==> config.mk <==
export PLATFORM = sky130hd
export DESIGN_NAME = pipeline_hold_ctrl
export DESIGN_NICKNAME = d
export VERILOG_FILES = /design/src/rtl/pipeline_hold_ctrl.sv
export SDC_FILE = /design/constraint.sdc
export NUM_CORES = 1
export LEC_CHECK = 0
export ABC_AREA = 1
export CAP_MARGIN = 15
export CORE_MARGIN = 2
export CORE_UTILIZATION = 50
export CTS_BUF_LIST = sky130_fd_sc_hd__clkbuf_2
export DETAILED_ROUTE_END_ITERATION = 16
export PLACE_DENSITY = 0.87
export SYNTH_ARGS = -nofsm -noshare
export SYNTH_HDL_FRONTEND = slang
export SYNTH_SLANG_ARGS = --single-unit
==> constraint.sdc <==
create_clock -name clk -period 3.3 [get_ports clk]
set_clock_uncertainty 0.1 [all_clocks]
set_input_delay 0.66 -clock clk [delete_from_list [all_inputs] [get_ports clk]]
set_output_delay 0.66 -clock clk [all_outputs]
set_load 0.005 [all_outputs]
==> src/rtl/pipeline_hold_ctrl.sv <==
// IF/ID hold and flush controller: resolves Redirect > Stall > advance, drives the
// PC write enable and ID/EX bubble, and keeps stall/flush statistics.
module pipeline_hold_ctrl #(
    parameter int          MAX_STALL = 3,
    parameter logic [31:0] NOP_INST  = 32'h00000013
) (
    input  logic        clk,
    input  logic        rstn,
    input  logic        Stall,
    input  logic        Redirect,
    input  logic [31:0] IF_PC,
    input  logic [31:0] IF_inst,
    output logic        PC_WrEn,
    output logic        ID_EX_Bubble,
    output logic [31:0] IF_ID_PC,
    output logic [31:0] IF_ID_inst,
    output logic        IF_ID_valid,
    output logic [31:0] stall_cnt,
    output logic [31:0] flush_cnt,
    output logic        stall_timeout,
    output logic [1:0]  state
);

    localparam int RW = (MAX_STALL + 2 > 2) ? $clog2(MAX_STALL + 2) : 1;
    localparam logic [RW-1:0] RUN_SAT   = RW'(MAX_STALL + 1);
    localparam logic [RW-1:0] RUN_LIMIT = RW'(MAX_STALL);

    typedef enum logic [1:0] {
        RUN   = 2'd0,
        HOLD  = 2'd1,
        FLUSH = 2'd2
    } state_t;

    state_t        state_r;
    state_t        state_nxt_s;
    logic          eff_stall_s;
    logic [31:0]   if_id_pc_r;
    logic [31:0]   if_id_inst_r;
    logic          if_id_valid_r;
    logic [31:0]   stall_cnt_r;
    logic [31:0]   flush_cnt_r;
    logic          stall_timeout_r;
    logic [RW-1:0] run_cnt_r;

    // A Stall coinciding with a Redirect targets a wrong-path instruction and is dropped.
    assign eff_stall_s = Stall & ~Redirect;

    // State register.
    always_ff @(posedge clk) begin
        if (!rstn) begin
            state_r <= RUN;
        end else begin
            state_r <= state_nxt_s;
        end
    end

    // Next-state: identical priority from every state.
    always_comb begin
        state_nxt_s = RUN;
        case (state_r)
            RUN, HOLD, FLUSH: begin
                if (Redirect) begin
                    state_nxt_s = FLUSH;
                end else if (Stall) begin
                    state_nxt_s = HOLD;
                end else begin
                    state_nxt_s = RUN;
                end
            end
            default: state_nxt_s = RUN;
        endcase
    end

    // Zero-latency pipeline controls; reset keeps the PC frozen and ID/EX empty.
    always_comb begin
        PC_WrEn      = 1'b0;
        ID_EX_Bubble = 1'b1;
        if (!rstn) begin
            PC_WrEn      = 1'b0;
            ID_EX_Bubble = 1'b1;
        end else if (Redirect) begin
            PC_WrEn      = 1'b1;
            ID_EX_Bubble = 1'b1;
        end else if (Stall) begin
            PC_WrEn      = 1'b0;
            ID_EX_Bubble = 1'b1;
        end else begin
            PC_WrEn      = 1'b1;
            ID_EX_Bubble = 1'b0;
        end
    end

    // IF/ID pipeline register.
    always_ff @(posedge clk) begin
        if (!rstn) begin
            if_id_pc_r    <= 32'h0000_0000;
            if_id_inst_r  <= NOP_INST;
            if_id_valid_r <= 1'b0;
        end else if (Redirect) begin
            if_id_pc_r    <= IF_PC;
            if_id_inst_r  <= NOP_INST;
            if_id_valid_r <= 1'b0;
        end else if (Stall) begin
            if_id_pc_r    <= if_id_pc_r;
            if_id_inst_r  <= if_id_inst_r;
            if_id_valid_r <= if_id_valid_r;
        end else begin
            if_id_pc_r    <= IF_PC;
            if_id_inst_r  <= IF_inst;
            if_id_valid_r <= 1'b1;
        end
    end

    // Statistics counters, free-running modulo 2^32.
    always_ff @(posedge clk) begin
        if (!rstn) begin
            stall_cnt_r <= 32'h0000_0000;
            flush_cnt_r <= 32'h0000_0000;
        end else begin
            stall_cnt_r <= eff_stall_s ? stall_cnt_r + 32'd1 : stall_cnt_r;
            flush_cnt_r <= Redirect    ? flush_cnt_r + 32'd1 : flush_cnt_r;
        end
    end

    // Consecutive-stall run counter and sticky timeout on the (MAX_STALL+1)th stall.
    always_ff @(posedge clk) begin
        if (!rstn) begin
            run_cnt_r       <= '0;
            stall_timeout_r <= 1'b0;
        end else if (eff_stall_s) begin
            run_cnt_r       <= (run_cnt_r >= RUN_SAT) ? RUN_SAT : run_cnt_r + RW'(1);
            stall_timeout_r <= stall_timeout_r | (run_cnt_r >= RUN_LIMIT);
        end else begin
            run_cnt_r       <= '0;
            stall_timeout_r <= stall_timeout_r;
        end
    end

    assign IF_ID_PC      = if_id_pc_r;
    assign IF_ID_inst    = if_id_inst_r;
    assign IF_ID_valid   = if_id_valid_r;
    assign stall_cnt     = stall_cnt_r;
    assign flush_cnt     = flush_cnt_r;
    assign stall_timeout = stall_timeout_r;
    assign state         = state_r;

endmodule

==> reports/results.txt, run 1 <==
Together, buffers and inverters on the worst path number 4. The number of optimization iterations in the first detailed-route pass was 5; the layout overhead on the synthesized area was 41.2%. The worst pin sits at a relative slew slack of 68.0%. The tools report the clock latency reported for the late side of the worst-skew pair as 0.70 ns.

The startpoint identified for the worst hold timing path is run_cnt_r[2]$_SDFF_PN0_. In this run the vertical extent of the chip is 111 um. In this run the deepest clock path goes through 2 buffers.

In this run the critical register-to-register path is launched from stall_cnt[0]$_SDFFE_PN0N_. The time the final worst path needs with I/O delays and setup works out to 3.02 ns. The total count of max-transition violations in the final report was 0. The die is 111 um wide. The share of the Yosys chip area taken by registers is 46.8%.

After detailed placement, the design holds a cell count of 1076. The share of final-layout standard cells stronger than drive strength 1 works out to 6.74%. The capture endpoint of the worst hold path is run_cnt_r[0]$_SDFF_PP0_.

The final route contains 5762 vias. Before CTS, the worst setup slack after placement is 0.277 ns. The number of clock buffers inserted by TritonCTS is 17. The run gives 26400 um as the global-route wire length before repair. The logs give 0.285 ns for the final setup slack of the worst path and 202 for the I/O pin total. Counting every sink on the clock net gives 135. By startpoint and endpoint, the worst setup path is classified as input pin to output pin. Derived from the worst setup path, the maximum achievable clock frequency is 332 MHz.

Setup violations remaining at the end of the flow were counted as 0. For this run, the slowest stage of the critical path takes 0.65 ns. The die covers 0.0124 mm^2. Of the total power, the clock network draws 33.6%. The number of nets handed over by synthesis was 819. The initial antenna violation count is 0. STA classifies the critical path startpoint as an input pin.

For this design, the slowest cell found on the critical path is sky130_fd_sc_hd__clkdlybuf4s50_1. The average vias per placed instance was 5.20; the routed metal-1 wirelength was 6570 um. At the pin with the least slew margin, the transition time is 0.480 ns. After floorplanning, the core was divided into 39 placement rows. Among the stages of the critical path, the cell type that occurs most often is sky130_fd_sc_hd__clkdlybuf4s50_1. Walking the worst path, the cells encountered are clkdlybuf4s50_1, inv_6, nand2_8, inv_4, nor2_4, clkdlybuf4s50_1. Net switching power figure: 846 uW. The detailed-routed wire length on met2 came out at 7960 um. The count of buffers added on input and output ports is 201. The register bit count reported by yosys was 135; the count of cells along the worst hold path was 1.

TritonCTS built the clock tree. For the cell-internal power, the log shows 2.17 mW. The endpoint identified for the worst register-to-register timing path is stall_cnt[18]$_SDFFE_PN0N_.

Total power for the finished layout comes to 3.02 mW. The logs give 26.1% for the total global routing track utilization and 1570 um for the detailed route wirelength on metal3. The run gives 12200 um as the detailed-placement wirelength estimate. The number of global-route vias before repair came out at 5464.

The leakage power summed over all cells is 3.13 nW, and the count of nets left with antenna violations after detail routing is 0. Routed signal wires occupy layers up through met4. Sequential cells account for 56.6% of the total power. After synthesis, the netlist uses 36 different library cells.

Among cell families on the critical path, the largest total delay comes from buffers and inverters. For this block, the routed nets add up to 16400 um of wire. Entering global routing, the biggest net connects 45 pins. Setup repair after global routing left no endpoint under its margin. The total negative slack for setup checks was 0 ns.

The core region is 0.0113 mm^2. The critical-path maximum fanout was 10. The run gives 0 as the post-CTS setup-driven buffer insertion count. The initial utilization of the core area, before any placement, comes to 51.0%.

The run gives 4 as the H-tree depth reported by CTS. The maximum VDD drop came out at 368 uV. Max-cap violations in this run came to 0. The run gives 0.896 as the final weighted congestion in routability-driven placement.

For the worst flop-to-flop path, the logic depth is 8. The total number of yosys warnings was 0. Hold repair after CTS inserted 0 buffers.

The final routed DRC violation total is 0. Dividing the synthesized area by the synthesized cell count gives 7.74 um^2. Flop-to-flop setup slack: 1.46 ns. Filler-free cell count of the finished design: 1109.

The number of nets in the final layout is 1025. STA classifies the critical path endpoint as an output pin. In this run the power density over the cells is 370 mW/mm^2. The cell count after synthesis came out at 746. For this run the aggregate overflow at the end of global routing stands at 0. The share of total power dissipated in combinational logic is 9.8%.

The switching fraction of total power came out at 28.0%. The cell sitting at the root of the clock tree is a sky130_fd_sc_hd__clkbuf_2. Clock-pin slew was measured on the worst setup and hold paths at 0.22 ns. After detailed routing, the average wire length per cell comes to 14.8 um. The tools report the data arrival at the endpoint of the critical path as 2.26 ns.

The path type of the worst min-delay path is register to register. The count of instances resized after the clock tree is built came out at 0. The final count of hold timing violations was 0; the final period utilization was 91.4%. At the worst endpoint, the required time is 2.54 ns. The run finished with clean final reports. The first routing iteration left 425 violations.

Summing every instance area after synthesis gives 0.00577 mm^2.
worst max path at each step:
| stage | start | to | slack, ns | cells past startpoint |
|---|---|---|---|---|
| final | Redirect | PC_WrEn | 0.28 | 6 |
| after global routing | Redirect | ID_EX_Bubble | 0.25 | 6 |
| after CTS | Redirect | PC_WrEn | 0.28 | 6 |
| after detailed placement | Redirect | PC_WrEn | 0.28 | 6 |
| after global placement | Redirect | PC_WrEn | 0.29 | 6 |
| after floorplan | rstn | ID_EX_Bubble | 1.17 | 7 |
stage by stage:
stage	area [um^2]	utilization [%]	hold WS (ns)
floorplan	5770	-	0.325
global placement	7910	69.8	0.337
CTS	8150	72.0	0.361
finish	8150	72.0	0.367
global route	8150	72.0	0.353
detailed placement	7910	69.8	0.342
cell usage after synthesis:
library cell | number | share of area [%]
sky130_fd_sc_hd__o21ai_0 | 15 | 1.3
sky130_fd_sc_hd__buf_2 | 12 | 1.0
sky130_fd_sc_hd__dfxtp_1 | 135 | 47
sky130_fd_sc_hd__buf_4 | 2 | 0.26
sky130_fd_sc_hd__a211oi_1 | 1 | 0.13
sky130_fd_sc_hd__nand3b_1 | 5 | 0.65
sky130_fd_sc_hd__nor4_1 | 1 | 0.11
sky130_fd_sc_hd__xnor2_1 | 2 | 0.30
sky130_fd_sc_hd__and2_1 | 2 | 0.22
sky130_fd_sc_hd__nand2_8 | 1 | 0.35
sky130_fd_sc_hd__nor2_1 | 129 | 8.4
sky130_fd_sc_hd__buf_1 | 3 | 0.20
sky130_fd_sc_hd__xor2_1 | 5 | 0.76
sky130_fd_sc_hd__buf_6 | 1 | 0.20
sky130_fd_sc_hd__nand2_4 | 1 | 0.20
sky130_fd_sc_hd__nand3_1 | 44 | 3.8
sky130_fd_sc_hd__a31oi_1 | 4 | 0.43
sky130_fd_sc_hd__clkbuf_1 | 3 | 0.20
sky130_fd_sc_hd__nand3_2 | 1 | 0.17
sky130_fd_sc_hd__a21oi_1 | 26 | 2.3
sky130_fd_sc_hd__nor2_8 | 1 | 0.35
sky130_fd_sc_hd__nor2_2 | 7 | 0.76
sky130_fd_sc_hd__nor2_4 | 9 | 1.8
sky130_fd_sc_hd__o21a_1 | 1 | 0.13
sky130_fd_sc_hd__nand2_2 | 1 | 0.11
sky130_fd_sc_hd__inv_1 | 70 | 4.6
sky130_fd_sc_hd__nand2_1 | 163 | 11
sky130_fd_sc_hd__inv_4 | 1 | 0.11
sky130_fd_sc_hd__o22a_1 | 3 | 0.46
sky130_fd_sc_hd__ha_1 | 5 | 1.1
sky130_fd_sc_hd__a22o_1 | 62 | 9.4
sky130_fd_sc_hd__nand4_1 | 13 | 1.4
sky130_fd_sc_hd__inv_2 | 3 | 0.20
sky130_fd_sc_hd__and3_1 | 2 | 0.22
sky130_fd_sc_hd__nor3_1 | 11 | 0.95
sky130_fd_sc_hd__inv_6 | 1 | 0.15
flip-flops by register name (all words and copies together) (netlist names):
register,cells
stall_cnt,32
IF_ID_inst,32
state,2
IF_ID_PC,32
IF_ID_valid,1
stall_timeout,1
run_cnt_r,3
flush_cnt,32
cells in the final DEF (no fill, tap or decap), drive strengths merged:
master / instances
a211oi: 1
o21a: 1
nand2: 166
clkdlybuf4s50: 201
buf: 7
o21ai: 15
clkbuf: 17
inv: 84
nand3b: 5
dfxtp: 135
nor4: 1
nand4: 13
a21oi: 26
nor2: 146
and2: 2
clkinvlp: 2
nand3: 45
o22a: 3
a22o: 62
nor3: 11
xnor2: 2
a31oi: 4
diode: 1
xor2: 5
bufinv: 1
ha: 5
and3: 2
clkinv: 3
final cells by class:
cell class | instances | area, um^2
Antenna cell | 1 | 2.50
Clock buffer | 17 | 85.1
Clock inverter | 15 | 158
Fill cell | 905 | 3170
Inverter | 75 | 289
Multi-Input combinational cell | 515 | 2670
Sequential cell | 135 | 2700
Tap cell | 143 | 179
Timing Repair Buffer | 208 | 2060
per-layer routing:
layer  vias to the layer above  GRT usage [%]
met5                         -              0
met4                         0           9.63
met3                        24           9.74
met2                       220           44.6
met1                      2638           30.1
li1                       2880              -
logic make-up (layout without fill, tap and decap cells):
group / count (synthesis) / count (layout) / share of synthesized area (%)
AO/OA/AOI/OAI: 112 / 112 / 14.1
XOR/XNOR: 7 / 7 / 1.06
adder cells (fa/ha/maj): 5 / 5 / 1.08
buffers and inverters: 96 / 315 / 6.89
flip-flops: 135 / 135 / 46.8
other: 0 / 1 / 0
AND/OR/NAND/NOR: 391 / 391 / 30.0
power groups by stage:
stage	Sequential, mW	Combinational, mW	Clock [mW]
floorplan	1.74	0.0963	0
global route	1.72	0.318	1.10
CTS	1.71	0.298	1.03
global placement	1.74	0.292	0
finish	1.71	0.296	1.01
detailed placement	1.74	0.297	0
Power figures use the tool's default switching activity.
==> inputs of run 2 (changes only) <==
CELL_PAD_IN_SITES_DETAIL_PLACEMENT = 1   (was unset)
CELL_PAD_IN_SITES_GLOBAL_PLACEMENT = 1   (was unset)
CORE_UTILIZATION = 36   (was 50)
GPL_TIMING_DRIVEN = 0   (was unset)
PLACE_DENSITY = unset   (was 0.87)
PLACE_DENSITY_LB_ADDON = 0.1   (was unset)
==> reports/results.txt, run 2 (synthesis results as in run 1) <==
Compared with the post-synthesis result, the final layout area differs by 44.2%. The signal on the critical path passes through clkdlybuf4s50_1, nand2_8, inv_4, nor2_4, buf_4, clkdlybuf4s50_1. The number of cell rows came out at 46 (+18%). The achievable clock frequency is 310 MHz (-6.5%), and the worst-margin pin slew is 0.671 ns (+0.191 ns). Horizontal extent of the die: 131 um (+17%). Average vias per placed instance: 4.98 (-4.1%).

The final number of setup-violating endpoints is 0 (unchanged). The path class of the tightest hold or removal check is input pin to register. The time the final worst path needs with I/O delays and setup was 3.23 ns (+0.210 ns). The clock sink total is 135 (unchanged). Endpoint kind of the worst setup timing path: an output pin. The final period utilization came out at 97.7% (+6.4 points). The total via count in the routed design was 5947 (+3.2%).

The run finished with clean final reports. The cell seen most often among critical-path stages was sky130_fd_sc_hd__clkdlybuf4s50_1. Most common cell after layout, fill and taps aside: sky130_fd_sc_hd__clkdlybuf4s50_1. Global-route wire length before repair: 30900 um (+17%). For the number of buffers on the longest clock path, the log shows 2 (unchanged).

The tools report the number of optimization iterations in the first detailed-route pass as 4 (-1). The run gives 222 (-48%) as the first-iteration detailed-routing DRC count. The detailed-placement wirelength estimate is 15500 um (+27%), and the number of buffer cells added on primary ports is 199 (-1.0%). Final weighted congestion in routability-driven placement: 0.805 (-10%). The final count of hold timing violations was 0 (unchanged); the residual overflow from global routing was 0 (unchanged). The number of inserted filler cells in the final layout is 1982 (+120%).

The clock tree root driver cell is sky130_fd_sc_hd__clkbuf_2. The total of max-cap violations is 0 (unchanged). The clock latency reported for the late side of the worst-skew pair came out at 0.73 ns (+0.03 ns). The average wire length per cell after detail routing is 16.5 um (+12%).

The core utilization of the finished layout was 52.8% (-19 points). The flop-to-flop setup slack was 1.40 ns (-0.06 ns). Final routed wirelength across all metal layers: 19700 um (+20%). The tools report the detailed-routed wire length on met2 as 9700 um (+22%). The detailed route wirelength on metal3 came out at 1680 um (+7.4%).

The number of placed cells counting well taps came out at 1161 (+7.9%). Maximum cell stage delay along the critical path: 0.53 ns (-0.12 ns). The post-CTS setup-driven buffer insertion count is 0 (unchanged). The largest net degree at the start of global routing is 17 (-62%), and the share of final-layout standard cells stronger than drive strength 1 is 7.38% (+0.64 points). Filler-free cell count of the finished design: 1193 (+7.6%). The critical-path maximum fanout is 10 (unchanged), and the number of global-route vias before repair is 6214 (+14%). The logs give 202 (unchanged) for the I/O pin total and 23.3% (-2.8 points) for the total global routing track utilization. The total power divided by cell area is 382 mW/mm^2 (+3.3%), and the data required time at the worst endpoint is 2.54 ns (about the same). Path type of the worst setup path: input pin to output pin. The total count of max-transition violations in the final report was 0 (unchanged).

The routed metal-1 wirelength was 8050 um (+23%). The highest layer used for signal routing was met4. The initial antenna violation count came out at 1 (+1).

The full die area came out at 0.0171 mm^2 (+37%). The run gives 2.47 ns (+0.21 ns) as the data arrival at the endpoint of the critical path. TritonCTS built the clock tree. The worst relative slew slack was 55.3% (-13 points); the buffering stage count on the worst path with inverters included was 4 (unchanged). The run gives 3.18 mW (+5.5%) as the total power consumption of the routed design. Setup repair after global routing left no endpoint under its margin.

The leakage power summed over all cells was 3.19 nW (+1.7%). In the layout the commonest cells are 199 x sky130_fd_sc_hd__clkdlybuf4s50_1, 163 x sky130_fd_sc_hd__nand2_1, 135 x sky130_fd_sc_hd__dfxtp_1. The tools report the type of origin of the critical path as an input pin. The tools report the count of nets left with antenna violations after detail routing as 0 (unchanged).

The chip height was 131 um (+17%). The total core area came out at 0.0158 mm^2 (+39%). The starting density of the core was 36.6% (-14 points); the H-tree depth reported by CTS was 4 (unchanged). The clock-pin slew of the registers on the worst-case setup and hold paths was 0.20 ns (-0.02 ns). The slowest stage of the critical path is the sky130_fd_sc_hd__clkdlybuf4s50_1 cell.

The gate family responsible for the most delay along the worst path was buffers and inverters. Number of nets in the final layout: 1037 (+1.2%). The maximum VDD drop is 186 uV (-49%), and the number of clock buffers inserted by TritonCTS is 17 (unchanged).

The final routed DRC violation total was 0 (unchanged).
[run 2: per-stage QoR]
| stage | setup slack, ns | area, um^2 | hold WS [ns] | TNS [ns] |
|---|---|---|---|---|
| after CTS | 0.0496 | 8320 | 0.0928 | 0 |
| after floorplan | 1.17 | 5770 | 0.325 | 0 |
| after global placement | 0.0257 | 8040 | 0.335 | 0 |
| after global routing | 0.0202 | 8330 | 0.0845 | 0 |
| after detailed placement | -0.00805 | 8040 | 0.347 | -0.00805 |
| final | 0.0747 | 8330 | 0.155 | 0 |
[run 2: final cells by class]
type,count,area (um^2),area share [%]
Clock inverter,14,200,2.40
Inverter,75,289,3.47
Timing Repair Buffer,199,1990,23.9
Antenna cell,1,2.50,0.0301
Tap cell,216,270,3.25
Buffer,21,111,1.34
Multi-Input combinational cell,515,2670,32.1
Clock buffer,17,85.1,1.02
Sequential cell,135,2700,32.5
[run 2: routing by layer]
layer / vias to the layer above / track usage [%]
met5: - / 0
met3: 21 / 9.16
met1: 2844 / 26.6
met4: 0 / 7.38
li1: 2898 / -
met2: 184 / 40.2
[run 2: timing repair]
| item | CTS | global route |
|---|---|---|
| setup endpoints to repair | 1 | 0 |
| endpoints found under the hold margin | 0 | 0 |
| hold buffers | 0 | 0 |
| resized for setup | 1 | 0 |
[run 2: path summary, 6_finish.rpt]
| check | startpoint | endpoint | cells past startpoint |
|---|---|---|---|
| max | Stall | PC_WrEn | 6 |
| min | rstn | stall_cnt[3]$_SDFFE_PN0N_ | 3 |
| min reg2reg | IF_ID_valid$_SDFFE_PP0N_ | IF_ID_valid$_SDFFE_PP0N_ | 2 |
| max reg2reg | flush_cnt[1]$_SDFFE_PN0P_ | flush_cnt[30]$_SDFFE_PN0P_ | 8 |
[run 2: where the power goes]
part / switching, mW / internal, mW
combinational: 0.121 / 0.187
sequential: 0.0292 / 1.68
clock: 0.664 / 0.501
[run 2: worst min-delay path: stages]
cell and delay [ns]:
sky130_fd_sc_hd__buf_4 0.16, sky130_fd_sc_hd__o21ai_0 0.08, sky130_fd_sc_hd__a21oi_1 0.04
